<file path="src/rtl/lc3_regfile_sb.sv">
// LC-3 register file with a folded DR write-enable decoder, two combinational
// read ports with optional same-cycle write forwarding, and a per-register busy
// scoreboard that gates instruction issue against pending writebacks.
module lc3_regfile_sb #(
  parameter int unsigned DATA_W   = 16,
  parameter int unsigned NUM_REGS = 8,
  parameter int unsigned BYPASS   = 1,
  localparam int unsigned ADDR_W  = $clog2(NUM_REGS)
) (
  input  logic                Clk,
  input  logic                Reset_n,
  input  logic                LD_REG,
  input  logic [ADDR_W-1:0]   DR,
  input  logic [DATA_W-1:0]   D_in,
  input  logic [ADDR_W-1:0]   SR1,
  input  logic [ADDR_W-1:0]   SR2,
  output logic [DATA_W-1:0]   SR1_OUT,
  output logic [DATA_W-1:0]   SR2_OUT,
  input  logic                ISSUE_VALID,
  input  logic [ADDR_W-1:0]   ISSUE_DR,
  output logic                ISSUE_STALL,
  output logic                SR1_BUSY,
  output logic                SR2_BUSY,
  output logic [NUM_REGS-1:0] WE_VEC,
  output logic [NUM_REGS-1:0] BUSY_VEC
);

  localparam logic BYP_EN = (BYPASS != 0);

  logic [DATA_W-1:0]   regs [NUM_REGS];
  logic [NUM_REGS-1:0] busy;
  logic [NUM_REGS-1:0] busy_next;
  logic                issue_accept;
  logic                fwd1;
  logic                fwd2;

  // One-hot write-enable decode of DR, all-zero when no writeback
  always_comb begin
    WE_VEC = '0;
    if (LD_REG) begin
      WE_VEC[DR] = 1'b1;
    end
  end

  // Register storage: reset clears everything and discards a coincident write
  always_ff @(posedge Clk) begin
    if (!Reset_n) begin
      for (int unsigned i = 0; i < NUM_REGS; i++) begin
        regs[i] <= '0;
      end
    end else begin
      for (int unsigned i = 0; i < NUM_REGS; i++) begin
        if (WE_VEC[i]) begin
          regs[i] <= D_in;
        end
      end
    end
  end

  // Read ports with optional forwarding of the in-flight writeback
  always_comb begin
    fwd1    = BYP_EN && LD_REG && (DR == SR1);
    fwd2    = BYP_EN && LD_REG && (DR == SR2);
    SR1_OUT = fwd1 ? D_in : regs[SR1];
    SR2_OUT = fwd2 ? D_in : regs[SR2];
  end

  // Issue gating and operand busy flags; a same-cycle writeback hides busy
  always_comb begin
    ISSUE_STALL  = ISSUE_VALID && busy[ISSUE_DR] && !(LD_REG && (DR == ISSUE_DR));
    issue_accept = ISSUE_VALID && !ISSUE_STALL;
    SR1_BUSY     = busy[SR1] && !fwd1;
    SR2_BUSY     = busy[SR2] && !fwd2;
    BUSY_VEC     = busy;
  end

  // Scoreboard next state: writeback clears first, accepted issue sets last
  always_comb begin
    busy_next = busy;
    if (LD_REG) begin
      busy_next[DR] = 1'b0;
    end
    if (issue_accept) begin
      busy_next[ISSUE_DR] = 1'b1;
    end
  end

  // Scoreboard state register
  always_ff @(posedge Clk) begin
    if (!Reset_n) begin
      busy <= '0;
    end else begin
      busy <= busy_next;
    end
  end

endmodule

</file>
<file path="config.mk">
export PLATFORM = sky130hd
export DESIGN_NAME = lc3_regfile_sb
export DESIGN_NICKNAME = d
export VERILOG_FILES = /design/src/rtl/lc3_regfile_sb.sv
export SDC_FILE = /design/constraint.sdc
export NUM_CORES = 1
export LEC_CHECK = 0
export ABC_AREA = 1
export CORE_MARGIN = 2
export CORE_UTILIZATION = 30
export CTS_CLUSTER_DIAMETER = 150
export DETAILED_ROUTE_END_ITERATION = 8
export DONT_BUFFER_PORTS = 1
export GPL_ROUTABILITY_DRIVEN = 0
export GPL_TIMING_DRIVEN = 0
export PLACE_DENSITY = 0.52
export SLEW_MARGIN = 20
export SYNTH_ARGS = -nofsm -noshare
export SYNTH_HDL_FRONTEND = slang
export SYNTH_SLANG_ARGS = --single-unit
</file>
<file path="constraint.sdc">
create_clock -name Clk -period 2.7 [get_ports Clk]
set_input_delay 0.405 -clock Clk [delete_from_list [all_inputs] [get_ports Clk]]
set_output_delay 0.405 -clock Clk [all_outputs]
set_load 0.05 [all_outputs]
</file>
# ---- Word level (Yosys, flattened, before mapping)
# Memories as Yosys holds them, arrays and structs flattened.
# Cells that the tools add are included.
dict set report word_totals {
  in_bits 32
  mem_count 1
  ff_bits 8
  mem_bits_rw 128
  output_inout_bits 51
  word_cells 84
}
# name words word_bits read_ports rd_ports_with_merged_regs write_ports line_no
set memory_table {}
lappend memory_table {regs 8 16 2 0 8 30} ;# logic [DATA_W-1:0] regs [NUM_REGS];
dict set report op_classes {
  muxes 48
  eq_ne 3
  n_reduce_logical 14
  order_cmp 6
  bitwise_logic 11
}
# op count
set op_table {}
lappend op_table {{16-bit 2-to-1 mux} 10}
lappend op_table {{1-bit 2-to-1 mux} 30}
lappend op_table {{8-bit 2-to-1 mux} 3}
lappend op_table {{3-bit by 4-bit less-than comparator with 1-bit output, second input constant} 4}
lappend op_table {{1-bit logical AND} 10}
lappend op_table {{1-bit binary-select mux with 3-bit select} 3}
lappend op_table {{3-bit == test} 3}
lappend op_table {{8-bit AND} 1}
lappend op_table {{8-bit inverter} 1}
lappend op_table {{1-bit OR} 8}
lappend op_table {{8-bit OR} 1}
lappend op_table {{1-bit demux with 3-bit select} 2}
lappend op_table {{3-bit by 1-bit greater-or-equal comparator with 1-bit output, second input constant} 2}
lappend op_table {{1-bit logical NOT} 4}

# ---- Longest topological paths before layout
# Gate-level depths: netlist (run 1).
dict set report depth {
  depth_word 9
  depth_mapped 10
  mapped_depth_nobuf 9
}

# ---- Least setup slack after synthesis (run 1)
# Ideal clock, no wire load.
dict set report synth_timing {
  kind {input port to flip-flop}
  startpoint {input port DR[1]}
  endpoint {memory regs[0][0], enable pin}
  required_ns 2.328
  path_stages 7
  arrival_time_ns 2.151
  n_path_buf 2
  path_slack_ns 0.178
  setup_ns 0.372
  cell_sequence {buf_4 nor2_1 inv_1 nor2_1 inv_2 buf_6 nand2_1}
}
# item line_no
set synth_lines {}
lappend synth_lines {{start, declared} 13} ;# input logic [ADDR_W-1:0] DR,
lappend synth_lines {{end, declared} 30}

# ---- Final worst setup path (run 1)
dict set report layout_timing {
  startpoint {register busy[6] (netlist: BUSY_VEC[6])}
  endpoint {output port SR2_BUSY}
}
dict set report layout_via {
  elab_chain_len 3
}
# item line_no
set layout_rtl {}
lappend layout_rtl {{start, declared} 31} ;# logic [NUM_REGS-1:0] busy;
lappend layout_rtl {{start signal, assigned} 93} ;# busy <= busy_next;
lappend layout_rtl {{1-bit binary-select mux with 3-bit select} 73} ;# SR2_BUSY = busy[SR2] && !fwd2;
lappend layout_rtl {{1-bit 2-to-1 mux (implied by the code)} 73}
lappend layout_rtl {{1-bit logical AND} 73}
lappend layout_rtl {{end, declared} 23} ;# output logic SR2_BUSY,
# No other way between the ends. The select of a mux whose other input is x is not followed.

==> results.md, run 1 <==
- Status: complete, no violations
- Top delay family on crit path: flip-flops
- HPWL Detailed: 21340 um
- Fin area: 0.009057 mm2
- Ports: 83
- Tightest Pin Transition: 1.007 ns
- Final Hold Fails: 0
- Final Max Tran Viols: 0
- Final min period: 2.567 ns
- Max Cap Viol: 0
- Max Root-Sink Buffers: 2
- Placed cell area: 0.008396 mm2
- Max Clock Freq: 389.5 MHz
- First-pass GRT wire length: 43470 um
- Share of cells above drive strength 1: 11.67%
- CP Launch Type: flop
- Iteration-0 DRC Markers: 866
- Post-layout nets: 1022
- Worst setup margin: 0.1327 ns
- Async set-or-reset flop fraction in the synthesized netlist: 0%
- Mapped Avg Cell Area: 8.215 um2
- Drt wl/cell: 21.58 um
- Crit-path cells: o21ai_0 > o221ai_1 > nand2_1 > nor2_2
- Die ar.: 0.02791 mm2
- Area Overhead vs Synth: 13.55%
- H-tree levels: 4
- Final core utilization: 34.76%
- Syn nets: 1003
- Most frequent cells in the layout: 183 x nand2_1, 128 x edfxtp_1, 117 x nor2_1
- CP Capture Type: output port
- Fin Setup TNS: 0 ns
- Tcrit/Tclk final: 95.09%
- Syn Std Cell Area: 0.007976 mm2
- Commonest non-fill, non-tap cell in the layout: nand2_1
- Worst Setup Path Type: reg2out
- Gr usage total: 20.78%
- Number of buffers created by CTS: 17
- Sinks on Clock Net: 136
- # diodes: 0
- Total wire length: 28870 um
- Final setup violating endpoints: 0
- Vias/cell: 5.361
- Post-synth EDFFs: 128
- Hold WC Path Type: in2reg
- CTS tree: built
- Sequential-to-total area share from yosys stat: 50.20%
- Vias in the first global route: 6998
- Height of the die: 167.1 um
- Synth Register Bits: 136
- Largest stage delay on the critical path: 0.76 ns
- P_leak: 3.661 nW
- Main flop type after synthesis: edfxtp_1
- Worst-Skew Late Latency: 0.42 ns
- CP arrival: 2.16 ns
- Starting Density: 30.61%
- Drt drc: 0
- Worst slew margin: 32.64%
- CTS clock-pin slew for the worst setup and hold paths: 0.06 ns
- Power density cells: 679.8 mW/mm2
- Setup Slack @ Placement: -0.2342 ns
- Max rail drop VDD: 0.4207 mV
- Dpl cells: 1306
- Crit path buffers/inverters: 0
- Number of antenna violations at the first check in global routing: 0
- Die X: 167.1 um
- CTS Root Buffer Type: clkbuf_16
- Clk_skew: 0.001414 ns
- Slowest CP cell: dfxtp_1
- RSZ-0062 raised after global routing: false
- Synth Warn #: 0
- Yosys cell types: 29
- Fin cells: 1338
- Vias: 7173
- Largest net degree at the start of global routing: 17
- Row count: 59
- Remaining Overflow, GRT: 0
- DR pass1 iterations: 6
- CORE AREA: 0.02606 mm2
- Req. time, crit path: 2.30 ns
- Mapped Cells: 971
- Post-route ant nets: 0
- IO Port Bufs: 0
- Worst-path fanout max: 5
[Yosys cell counts, types with 3 or more instances]
cell      count  area share (%)
nand4_1       4            0.31
o21ai_0      69             4.3
nand3_1     113             7.1
dfxtp_1       8             2.0
clkbuf_1     13            0.61
o211ai_1     64             6.0
nor2_1      120             5.6
inv_2        15            0.71
o21ai_1       3            0.19
a21oi_1      69             4.3
inv_1        97             4.6
buf_4         8            0.75
buf_6        10             1.4
edfxtp_1    128              48
a21oi_2       4            0.44
nand2_1     183             8.6
nor4_1        6            0.47
buf_2        36             2.3
nor2_2        4            0.31
[power breakdown]
part / internal [mW] / switching, mW
Sequential: 2.46 / 0.0784
Combinational: 0.221 / 0.868
Clock: 1.60 / 0.926
Total: 4.29 / 1.87
[flip-flops by register name, summed over array words and instances (netlist names)]
signal,flops
regs,128
BUSY_VEC,8
[metrics by stage]
step                      hold slack (ns)  total power, mW
after floorplan                    0.6977            3.355
after global placement             0.7703            3.641
after detailed placement           0.7684            3.650
after CTS                          0.3359            6.150
after global routing               0.3525            6.342
final                              0.3506            6.157
[worst register-to-register path: stages, from the launching register on]
cell,delay [ns]
dfxtp_1,0.72
inv_1,0.09
nand2_1,0.08
nand2_1,0.05
nor2_1,0.12
nor2_1,0.06
nand2_1,0.06
nand2_2,0.12
nand3_1,0.11
nand2_1,0.05
[final timing paths]
check	startpoint	end	slack (ns)	cells past startpoint
worst max register to register	BUSY_VEC[5]	BUSY_VEC[5]	1.13	9
worst max-delay path	BUSY_VEC[6]	SR2_BUSY	0.13	4
worst min register to register	BUSY_VEC[7]	BUSY_VEC[7]	0.78	2
worst min-delay path	ISSUE_DR[2]	BUSY_VEC[0]	0.35	4
[timing repair]
item,in CTS,in global routing
gates resized for setup,2,1
buffers inserted,0,0
endpoints found under the setup margin,2,16
hold buffers,0,0
[logic make-up (layout without fill, tap and decap cells)]
group,Yosys count,after routing,share of synthesized area (%)
flops,136,136,50.20
simple gates,435,435,22.93
buf+inv,185,217,11.00
compound gates,215,215,15.87
[cell type report]
cell class              count  area [um2]
inverters                 115       441.7
multi-input cells         650        3103
well taps                 335       419.2
plain buffers              70       435.4
flip-flops and latches    136        4004
clock buffers              25       583.1
clock inverters             7       71.32
fillers                  2700       17000
[routing by layer]
layer	vias up	GRT usage, %	share of wire (%)
li1	3364	-	-
met1	3411	27.67	43
met2	333	32.87	47
met3	65	2.875	6.0
met4	0	11.02	4.7
met5	-	0	0
Note: power is estimated with default switching activity, not from simulation.
==> run 2, diff against run 1 <==
==> constraint.sdc (replaced) <==
create_clock -name Clk -period 3.1 [get_ports Clk]
set_input_delay 0.465 -clock Clk [delete_from_list [all_inputs] [get_ports Clk]]
set_output_delay 0.465 -clock Clk [all_outputs]
set_load 0.05 [all_outputs]
==> run 2 against run 1 <==
Worst hold slack improved by 0.063 ns. Critical path depth stayed put. Die area unchanged. Combinational power shrank 13%. Final area is essentially flat. Flip-flop and latch count unchanged. Clock skew is 0.00053 ns lower. First-iteration DRC count decreased by 3.9%. Global-route usage hardly changed. Non-clock buffer count did not move. Sequential power shrank 13%. Highest routed layer unchanged.
==> results.md, run 2 (synthesis results as in run 1) <==
- Sinks on Clock Net: 136
- Setup bufs post-CTS: 0
- CP Capture Type: output port
- Max Root-Sink Buffers: 2
- Worst-case reg-to-reg path depth: 9
- Clk_skew: 0.0008797 ns
- Post_cts resized: 0
- NetSw: 1.631 mW
- Drt drc: 0
- Net Sw Frac: 30.41%
- # diodes: 0
- Most frequent cells in the layout: 183 x nand2_1, 128 x edfxtp_1, 120 x nor2_1
- Worst path depth: 4
- R2r startpoint: BUSY_VEC[5]
- Flop pwr share: 41.3%
- CTS tree: built
- Row count: 59
- Total wire length: 29010 um
- Req. time, crit path: 2.63 ns
- Height of the die: 167.1 um
- Max rail drop VDD: 0.3635 mV
- CTS Hold Buffers Added: 0
- Largest net degree at the start of global routing: 17
- CP Launch Type: flop
- Remaining Overflow, GRT: 0
- Worst-path fanout max: 5
- Worst Setup Path Type: reg2out
- Drt wl/cell: 21.68 um
- Max FFs per register: 128
- CTS clock-pin slew for the worst setup and hold paths: 0.06 ns
- Share of cells above drive strength 1: 11.37%
- Final Max Tran Viols: 0
- Tightest Pin Transition: 1.017 ns
- Number of antenna violations at the first check in global routing: 0
- Worst setup margin: 0.2723 ns
- First-pass GRT wire length: 43450 um
- IO Port Bufs: 0
- Commonest non-fill, non-tap cell in the layout: nand2_1
- HPWL Detailed: 21340 um
- Vias in the first global route: 6980
- Crit-path cells: o21ai_0 > o221ai_1 > nand2_1 > nor2_1
- Fillers: 2702
- Worst Setup EP: SR2_BUSY
- Slowest CP cell: dfxtp_1
- Fin area: 0.009050 mm2
- Number of buffers created by CTS: 17
- Ports: 83
- Clock power share: 41.0%
- Final setup violating endpoints: 0
- Gr usage total: 20.77%
- Critical path launch point: BUSY_VEC[6]
- P_leak: 3.661 nW
- Combinational Power Share: 17.7%
- Max Clock Freq: 353.6 MHz
- Fin Setup TNS: 0 ns
- Largest stage delay on the critical path: 0.76 ns
- Iteration-0 DRC Markers: 832
- Area Overhead vs Synth: 13.46%
- Reg-to-reg slack, setup: 1.53 ns
- Starting Density: 30.61%
- Placed cell area: 0.008396 mm2
- Die ar.: 0.02791 mm2
- Die X: 167.1 um
- Setup Slack @ Placement: 0.1058 ns
- Largest register by flop count: regs
- H-tree levels: 4
- Top delay family on crit path: simple AND/OR/NAND/NOR gates
- Worst slew margin: 31.92%
- Final min period: 2.828 ns
- Hold WC Path Type: in2reg
- Post-layout nets: 1022
- Final Hold Fails: 0
- Worst R2R End: BUSY_VEC[5]
- Power density cells: 592.6 mW/mm2
- Post-route ant nets: 0
- Vias/cell: 5.377
- RSZ-0062 raised after global routing: false
- Vias: 7195
- P_int: 3.732 mW
- DR pass1 iterations: 8
- Max Cap Viol: 0
- Crit path buffers/inverters: 0
- CORE AREA: 0.02606 mm2
- CP arrival: 2.36 ns
- Worst-Skew Late Latency: 0.42 ns
- CTS Root Buffer Type: clkbuf_16
- Tcrit/Tclk final: 91.22%
- Status: complete, no violations
## run 2: cell counts in the layout (fill, tap and decap cells not counted)
No cell type changed its count.
## run 2: worst min-delay path by stage
| stage | cells after the start | to | start |
|---|---|---|---|
| 5_1_grt | 4 | BUSY_VEC[0] | ISSUE_DR[2] |
| 3_5_place_dp | 2 | BUSY_VEC[7] | BUSY_VEC[7] |
| 3_3_place_gp | 2 | BUSY_VEC[7] | BUSY_VEC[7] |
| 2_1_floorplan | 2 | BUSY_VEC[6] | BUSY_VEC[6] |
| 6_report | 4 | BUSY_VEC[0] | ISSUE_DR[2] |
| 4_1_cts | 4 | BUSY_VEC[0] | ISSUE_DR[2] |
## run 2: worst reg2reg max path: stages (launching register included)
cell     delay, ns
dfxtp_1       0.72
inv_1         0.09
nand2_1       0.08
nand2_1       0.05
nor2_1        0.12
nor2_1        0.06
nand2_1       0.06
nand2_2       0.12
nand3_1       0.11
nand2_1       0.05
## run 2: cell type report
type	count	area [um2]	area share (%)
sequential	136	4004	44.24
clock inverter	7	71.32	0.7881
buffer	70	435.4	4.811
inverter	115	441.7	4.880
tap	335	419.2	4.632
clock buffer	25	583.1	6.443
multi-input combinational	650	3095	34.20
## run 2: power by group through the flow
| stage | Combinational [mW] | Clock, mW | Sequential, mW |
|---|---|---|---|
| CTS | 0.930 | 2.21 | 2.21 |
| detailed placement | 0.928 | 0 | 2.25 |
| global placement | 0.926 | 0 | 2.25 |
| global route | 1.01 | 2.29 | 2.23 |
| finish | 0.948 | 2.20 | 2.21 |
| floorplan | 0.693 | 0 | 2.23 |
## run 2: stage by stage
| step | power [mW] | utilization [%] | cells | hold WS [ns] |
|---|---|---|---|---|
| after floorplan | 2.922 | - | 971 | 0.6977 |
| after global placement | 3.171 | 32.22 | 1306 | 0.7703 |
| after detailed placement | 3.179 | 32.22 | 1306 | 0.7684 |
| after CTS | 5.355 | 34.73 | 1338 | 0.3959 |
| after global routing | 5.522 | 34.73 | 1338 | 0.4126 |
| final | 5.363 | 34.73 | 1338 | 0.4134 |
## run 2: metal layers
| layer | wire (um) | track usage [%] |
|---|---|---|
| met5 | 0 | 0 |
| met2 | 13540 | 32.83 |
| met3 | 1808 | 2.875 |
| met4 | 1304 | 11.02 |
| met1 | 12350 | 27.67 |
